[src/rtl/fft_round_sched_pkg.sv]
// Shared definitions for the radix-2 FFT round scheduler: state encodings and width helpers.

package fft_round_sched_pkg;

   localparam logic [1:0] StIdle  = 2'd0;
   localparam logic [1:0] StRun   = 2'd1;
   localparam logic [1:0] StDrain = 2'd2;
   localparam logic [1:0] StFin   = 2'd3;

   // Degenerate zero-width counters are widened to one bit that simply stays at zero.
   function automatic int unsigned at_least_one(input int unsigned w);
      return (w == 0) ? 1 : w;
   endfunction

endpackage

[src/rtl/fft_round_sched_addr_gen.sv]
// Combinational butterfly address generator: (round, butterfly index) -> a/b addresses
// and twiddle index for one lane of the in-place radix-2 FFT.

module fft_round_sched_addr_gen #(
   parameter int unsigned LOGN = 12
) (
   input  logic [LOGN-1:0] rnd_i,
   input  logic [LOGN-2:0] b_i,
   output logic [LOGN-1:0] addra_o,
   output logic [LOGN-1:0] addrb_o,
   output logic [LOGN-2:0] tw_o
);

   localparam logic [LOGN-1:0] One = LOGN'(1);

   logic [LOGN-1:0] b_ext;
   logic [LOGN-1:0] half;
   logic [LOGN-1:0] grp;
   logic [LOGN-1:0] pos;
   logic [LOGN-1:0] addra;
   logic [LOGN-1:0] tw_sh;

   always_comb begin
      b_ext   = {1'b0, b_i};
      half    = One << rnd_i;
      grp     = b_ext >> rnd_i;
      pos     = b_ext & (half - One);
      // Group base sits at a stride of 2*half; pos indexes within the lower half.
      addra   = (grp << (rnd_i + One)) | pos;
      tw_sh   = LOGN'(LOGN - 1) - rnd_i;
      addra_o = addra;
      addrb_o = addra + half;
      tw_o    = (LOGN-1)'(pos << tw_sh);
   end

endmodule

[src/rtl/fft_round_sched.sv]
// In-place radix-2 FFT round scheduler: issues P butterflies per cycle over LOGN rounds,
// drains the op-unit pipeline between rounds and delays reads into write-back addresses.

module fft_round_sched
   import fft_round_sched_pkg::*;
#(
   parameter int unsigned LOGN = 12,
   parameter int unsigned LOGP = 1,
   parameter int unsigned LAT  = 4
) (
   input  logic                              clk,
   input  logic                              rst,
   input  logic                              sig,
   output logic                              busy,
   output logic                              done,
   output logic [LOGN-1:0]                   rnd,
   output logic                              rd_valid,
   output logic [(1<<LOGP)*LOGN-1:0]         rd_addra,
   output logic [(1<<LOGP)*LOGN-1:0]         rd_addrb,
   output logic [(1<<LOGP)*(LOGN-1)-1:0]     tw_idx,
   output logic                              wb_valid,
   output logic [(1<<LOGP)*LOGN-1:0]         wb_addra,
   output logic [(1<<LOGP)*LOGN-1:0]         wb_addrb
);

   localparam int unsigned P        = 1 << LOGP;
   localparam int unsigned AW       = P * LOGN;
   localparam int unsigned TW       = P * (LOGN - 1);
   localparam int unsigned IterBits = LOGN - 1 - LOGP;
   localparam int unsigned IterW    = at_least_one(IterBits);
   localparam int unsigned CntW     = at_least_one($clog2(LAT));

   localparam logic [IterW-1:0] IterLast = IterW'((1 << IterBits) - 1);
   localparam logic [CntW-1:0]  CntLast  = CntW'(LAT - 1);
   localparam logic [LOGN-1:0]  RndLast  = LOGN'(LOGN - 1);

   logic [1:0]       state_q, state_d;
   logic [IterW-1:0] iter_q, iter_d;
   logic [LOGN-1:0]  rnd_q, rnd_d;
   logic [CntW-1:0]  cnt_q, cnt_d;

   logic             rd_valid_q, rd_valid_d;
   logic [AW-1:0]    rd_addra_q, rd_addra_d;
   logic [AW-1:0]    rd_addrb_q, rd_addrb_d;
   logic [TW-1:0]    tw_idx_q, tw_idx_d;

   logic [AW-1:0]    gen_a;
   logic [AW-1:0]    gen_b;
   logic [TW-1:0]    gen_tw;

   logic [LAT-1:0]         dly_valid_q, dly_valid_d;
   logic [LAT-1:0][AW-1:0] dly_a_q, dly_a_d;
   logic [LAT-1:0][AW-1:0] dly_b_q, dly_b_d;

   always_comb begin
      state_d = state_q;
      iter_d  = iter_q;
      rnd_d   = rnd_q;
      cnt_d   = cnt_q;
      unique case (state_q)
         StIdle: begin
            if (sig) begin
               state_d = StRun;
               iter_d  = '0;
               rnd_d   = '0;
            end
         end
         StRun: begin
            if (iter_q == IterLast) begin
               state_d = StDrain;
               iter_d  = '0;
               cnt_d   = '0;
            end else begin
               iter_d = iter_q + IterW'(1);
            end
         end
         StDrain: begin
            // Hold off the next round until the last write-back of this one has landed.
            if (cnt_q == CntLast) begin
               if (rnd_q == RndLast) begin
                  state_d = StFin;
               end else begin
                  state_d = StRun;
                  rnd_d   = rnd_q + LOGN'(1);
                  iter_d  = '0;
               end
            end else begin
               cnt_d = cnt_q + CntW'(1);
            end
         end
         StFin: begin
            state_d = StIdle;
            rnd_d   = '0;
         end
         default: state_d = StIdle;
      endcase
   end

   // Addresses are generated from next-state so the registered rd_* line up with rd_valid.
   for (genvar j = 0; j < P; j++) begin : g_lane
      logic [LOGN-2:0] lane_b;
      assign lane_b = ((LOGN-1)'(iter_d) << LOGP) | (LOGN-1)'(j);

      fft_round_sched_addr_gen #(
         .LOGN(LOGN)
      ) u_addr_gen (
         .rnd_i   (rnd_d),
         .b_i     (lane_b),
         .addra_o (gen_a[j*LOGN +: LOGN]),
         .addrb_o (gen_b[j*LOGN +: LOGN]),
         .tw_o    (gen_tw[j*(LOGN-1) +: (LOGN-1)])
      );
   end

   always_comb begin
      rd_valid_d = (state_d == StRun);
      rd_addra_d = rd_valid_d ? gen_a  : rd_addra_q;
      rd_addrb_d = rd_valid_d ? gen_b  : rd_addrb_q;
      tw_idx_d   = rd_valid_d ? gen_tw : tw_idx_q;
   end

   always_comb begin
      dly_valid_d    = dly_valid_q;
      dly_a_d        = dly_a_q;
      dly_b_d        = dly_b_q;
      dly_valid_d[0] = rd_valid_q;
      dly_a_d[0]     = rd_addra_q;
      dly_b_d[0]     = rd_addrb_q;
      for (int k = 1; k < LAT; k++) begin
         dly_valid_d[k] = dly_valid_q[k-1];
         dly_a_d[k]     = dly_a_q[k-1];
         dly_b_d[k]     = dly_b_q[k-1];
      end
   end

   always_ff @(posedge clk) begin
      if (!rst) begin
         state_q     <= StIdle;
         iter_q      <= '0;
         rnd_q       <= '0;
         cnt_q       <= '0;
         rd_valid_q  <= 1'b0;
         rd_addra_q  <= '0;
         rd_addrb_q  <= '0;
         tw_idx_q    <= '0;
         dly_valid_q <= '0;
         dly_a_q     <= '0;
         dly_b_q     <= '0;
      end else begin
         state_q     <= state_d;
         iter_q      <= iter_d;
         rnd_q       <= rnd_d;
         cnt_q       <= cnt_d;
         rd_valid_q  <= rd_valid_d;
         rd_addra_q  <= rd_addra_d;
         rd_addrb_q  <= rd_addrb_d;
         tw_idx_q    <= tw_idx_d;
         dly_valid_q <= dly_valid_d;
         dly_a_q     <= dly_a_d;
         dly_b_q     <= dly_b_d;
      end
   end

   assign busy     = (state_q == StRun) || (state_q == StDrain);
   assign done     = (state_q == StFin);
   assign rnd      = rnd_q;
   assign rd_valid = rd_valid_q;
   assign rd_addra = rd_addra_q;
   assign rd_addrb = rd_addrb_q;
   assign tw_idx   = tw_idx_q;
   assign wb_valid = dly_valid_q[LAT-1];
   assign wb_addra = dly_a_q[LAT-1];
   assign wb_addrb = dly_b_q[LAT-1];

endmodule

[config.mk]
export PLATFORM = sky130hd
export DESIGN_NAME = fft_round_sched
export DESIGN_NICKNAME = d
export VERILOG_FILES = /design/src/rtl/fft_round_sched_pkg.sv /design/src/rtl/fft_round_sched_addr_gen.sv /design/src/rtl/fft_round_sched.sv
export SDC_FILE = /design/constraint.sdc
export NUM_CORES = 1
export LEC_CHECK = 0
export ABC_AREA = 1
export CAP_MARGIN = 10
export CORE_MARGIN = 4
export CORE_UTILIZATION = 50
export CTS_CLUSTER_DIAMETER = 80
export CTS_CLUSTER_SIZE = 40
export DETAILED_ROUTE_END_ITERATION = 8
export DONT_BUFFER_PORTS = 1
export GPL_ROUTABILITY_DRIVEN = 1
export GPL_TIMING_DRIVEN = 1
export PLACE_DENSITY = 0.76
export SYNTH_ARGS = -nofsm -noshare
export SYNTH_HDL_FRONTEND = slang
export SYNTH_SLANG_ARGS = --single-unit
[constraint.sdc]
create_clock -name clk -period 5.9 [get_ports clk]
set_input_delay 1.18 -clock clk [delete_from_list [all_inputs] [get_ports clk]]
set_output_delay 1.18 -clock clk [all_outputs]
set_load 0.01 [all_outputs]
==> impl_metrics.py <==
metrics = {
    "cts": {
        "path_clk_slew_ns": 0.13,
        "postCtsSetupBuffers": 0,
        "cts_tree": "built",
        "cts_root_buffer": "clkbuf_16",
        "clock_path_buffers": 3,
        "cts_sinks": 292,
        "cts_made_buffers": 13,
        "cts-htree-levels": 1,
        "clk_latency_ns": 0.51,
    },
    "critical_path": {
        "critPathBufInv": 9,
        "critPathKind": "flip-flop to flip-flop",
        "worst_setup_path_end_kind": "flip-flop",
        "cp-start-kind": "flip-flop",
        "cpLargestDelayFamily": "simple AND/OR/NAND/NOR gates",
        "arrival_ns": 5.83,
        "slowest_stage": "dfxtp_1",
        "cp.required_ns": 6.33,
        "cp_max_fo": 20,
        "critical_path.max_stage_delay_ns": 0.41,
    },
    "sta": {
        "maxSlewViolCount": 0,
        "fin_skew_ns": 0.0366,
        "fin_crit_ns": 5.40,
        "worst_pin_slew_ns": 1.06,
        "fmax_mhz": 185,
        "setup_violations": 0,
        "slew_headroom_pct": 29.3,
        "final.period_utilization_pct": 91.4,
        "finalHoldViolCount": 0,
    },
    "floorplanning": {
        "die_w_um": 171,
        "placementRows": 59,
        "start_util_pct": 50.8,
        "dieArea_um2": 29100,
        "die_h_um": 171,
        "core-area_um2": 26100,
        "ioPinCount": 137,
    },
    "placed_design": {
        "place_congestion": 1.02,
        "dpl.hpwl_um": 22900,
        "placed_cell_area_um2": 13200,
        "portBuffers": 0,
        "dp_cells": 2049,
    },
    "global_route": {
        "grt_max_degree": 206,
        "grt_use_total_pct": 20.9,
        "grt_pass1_vias": 9523,
        "antenna_found_initial": 0,
        "gr-total-overflow": 0,
        "grt_pass1_wl_um": 50100,
    },
    "logic_synthesis": {
        "synth_fp_nets": 1831,
        "synthArstFlopShare_pct": 0,
        "synth_cell_types": 61,
        "synth_cells": 1794,
        "synth-edff-count": 0,
        "ys_ff_latch": 292,
        "syn-mean-instance-area_um2": 7.38,
        "yosysWarnings": 0,
        "syn_area_um2": 13200,
        "yosysSeqAreaShare_pct": 44.2,
        "ys.flop_type": "dfxtp_1",
    },
    "pwr": {
        "p_leak_nw": 7.68,
        "vdd_drop_max_mv": 0.284,
        "powerDensity_nw_per_um2": 293,
    },
    "route": {
        "wire_per_inst_um": 15.0,
        "drc": 0,
        "first_pass_iters": 6,
        "drtAntennaViolNets": 0,
        "wl_um": 31000,
        "drt_first_iter_violations": 951,
        "vias": 10277,
        "vias_per_cell": 4.96,
    },
    "flow_run": {
        "drv_cap": 0,
    },
    "layout": {
        "diodes": 0,
        "instances_no_fill": 2070,
        "final_cell_area_um2": 13700,
        "final_util_pct": 52.7,
        "fillers": 2447,
        "drive_gt1_share_pct": 9.39,
        "area_delta_synth_final_pct": 3.71,
        "fin_nets": 1767,
    },
    "run_status": {
        "outcome": "finished, final reports clean",
    },
    "worst_hold_path": {
        "hold_path_class": "flip-flop to flip-flop",
    },
}
what timing repair did:
| action | CTS | global route |
|---|---|---|
| endpoints found under the setup margin | 0 | 5 |
| resized for setup | 0 | 8 |
| hold buffers | 0 | 0 |
metal layers:
| layer | global-route usage [%] | routed length (µm) | vias to the layer above |
|---|---|---|---|
| li1 | - | - | 5291 |
| met1 | 27.9 | 13700 | 4645 |
| met2 | 35.5 | 14500 | 299 |
| met3 | 3.84 | 2000 | 42 |
| met4 | 4.83 | 744 | 0 |
| met5 | 0 | 0 | - |
sequential cells by signal, summed over array words and instances (netlist names), 10 cells and up:
| register | cells |
|---|---|
| wb_addrb | 24 |
| dly_b_d | 72 |
| rnd | 12 |
| wb_addra | 24 |
| iter_q | 10 |
| rd_addra | 24 |
| dly_a_d | 72 |
| tw_idx | 21 |
| rd_addrb | 24 |
cells in the final DEF, fill, tap and decap left out, types with 24 or more instances in the layout:
cell type  instances
o21ai_1           30
nand3_1          105
inv_1            342
o21ai_0           39
o22ai_1           29
dfxtp_1          291
a21oi_1           59
nand4_1           24
nor2_1            94
ha_1              30
buf_4             32
nand2_1          460
worst min-delay path: stages (launching register included):
cell	delay, ns
dfxtp_1	0.30
nand2_1	0.05
inv_1	0.03
cell type report:
class / instances / area [µm²] / area share, %
Clock buffer: 14 / 339 / 2.47
Timing Repair Buffer: 32 / 240 / 1.75
Clock inverter: 6 / 126 / 0.921
Multi-Input combinational cell: 1028 / 5390 / 39.2
Inverter: 363 / 1370 / 9.96
Sequential cell: 292 / 5850 / 42.6
Tap cell: 335 / 419 / 3.05
synthesized netlist by cell type, types with 3 or more instances:
library cell	instances	area (µm²)
a21oi_1	59	295
and2_1	6	37.5
buf_1	6	22.5
buf_2	12	60.1
buf_4	54	405
buf_6	3	33.8
clkbuf_1	36	135
dfxtp_1	292	5850
ha_1	32	400
inv_1	342	1280
inv_2	18	67.6
nand2_1	460	1730
nand2_2	22	138
nand3_1	106	531
nand3_2	21	210
nand3_4	3	52.6
nand4_1	24	150
nor2_1	97	364
nor2_2	6	37.5
nor2_4	5	56.3
nor3_1	7	35.0
o21ai_0	40	200
o21ai_1	31	155
o21ai_2	7	61.3
o22ai_1	29	181
o31ai_1	4	30.0
or2_1	4	25.0
xnor2_1	6	52.6
xor2_1	19	166
report_power, final:
group | internal [mW] | total, mW | switching [mW]
sequential | 2.15 | 2.30 | 0.148
combinational | 0.184 | 0.586 | 0.403
clock | 0.463 | 1.13 | 0.668
through the flow:
stage          hold slack [ns]  setup WS, ns  total power, mW  TNS [ns]
6_report                 0.375         0.505             4.02         0
5_1_grt                  0.376      -0.00115             4.21  -0.00115
4_1_cts                  0.378         0.322             4.06         0
3_5_place_dp             0.396        0.0425             2.93         0
3_3_place_gp             0.392         0.203             2.92         0
2_1_floorplan            0.386         0.386             2.87         0
worst paths after layout:
| path | from | depth (start not counted) | endpoint | slack, ns |
|---|---|---|---|---|
| max | state_q[1]$_SDFF_PN0_ | 34 | rd_addrb[11]$_SDFFE_PN0P_ | 0.50 |
| min | dly_a_d[88]$_SDFF_PN0_ | 2 | wb_addra[16]$_SDFF_PN0_ | 0.38 |
| max reg2reg | state_q[1]$_SDFF_PN0_ | 34 | rd_addrb[11]$_SDFFE_PN0P_ | 0.50 |
| min reg2reg | dly_a_d[88]$_SDFF_PN0_ | 2 | wb_addra[16]$_SDFF_PN0_ | 0.38 |
kinds of logic after synthesis:
kind of cell             synth area share [%]
other                                  0.0568
flip-flops                               44.2
adder cells (fa/ha/maj)                  3.33
buffers and inverters                    15.4
multiplexers                            0.170
AO/OA/AOI/OAI                            8.75
XOR/XNOR                                 1.78
AND/OR/NAND/NOR                          26.3
No activity file was read; power rests on OpenSTA's default activity.
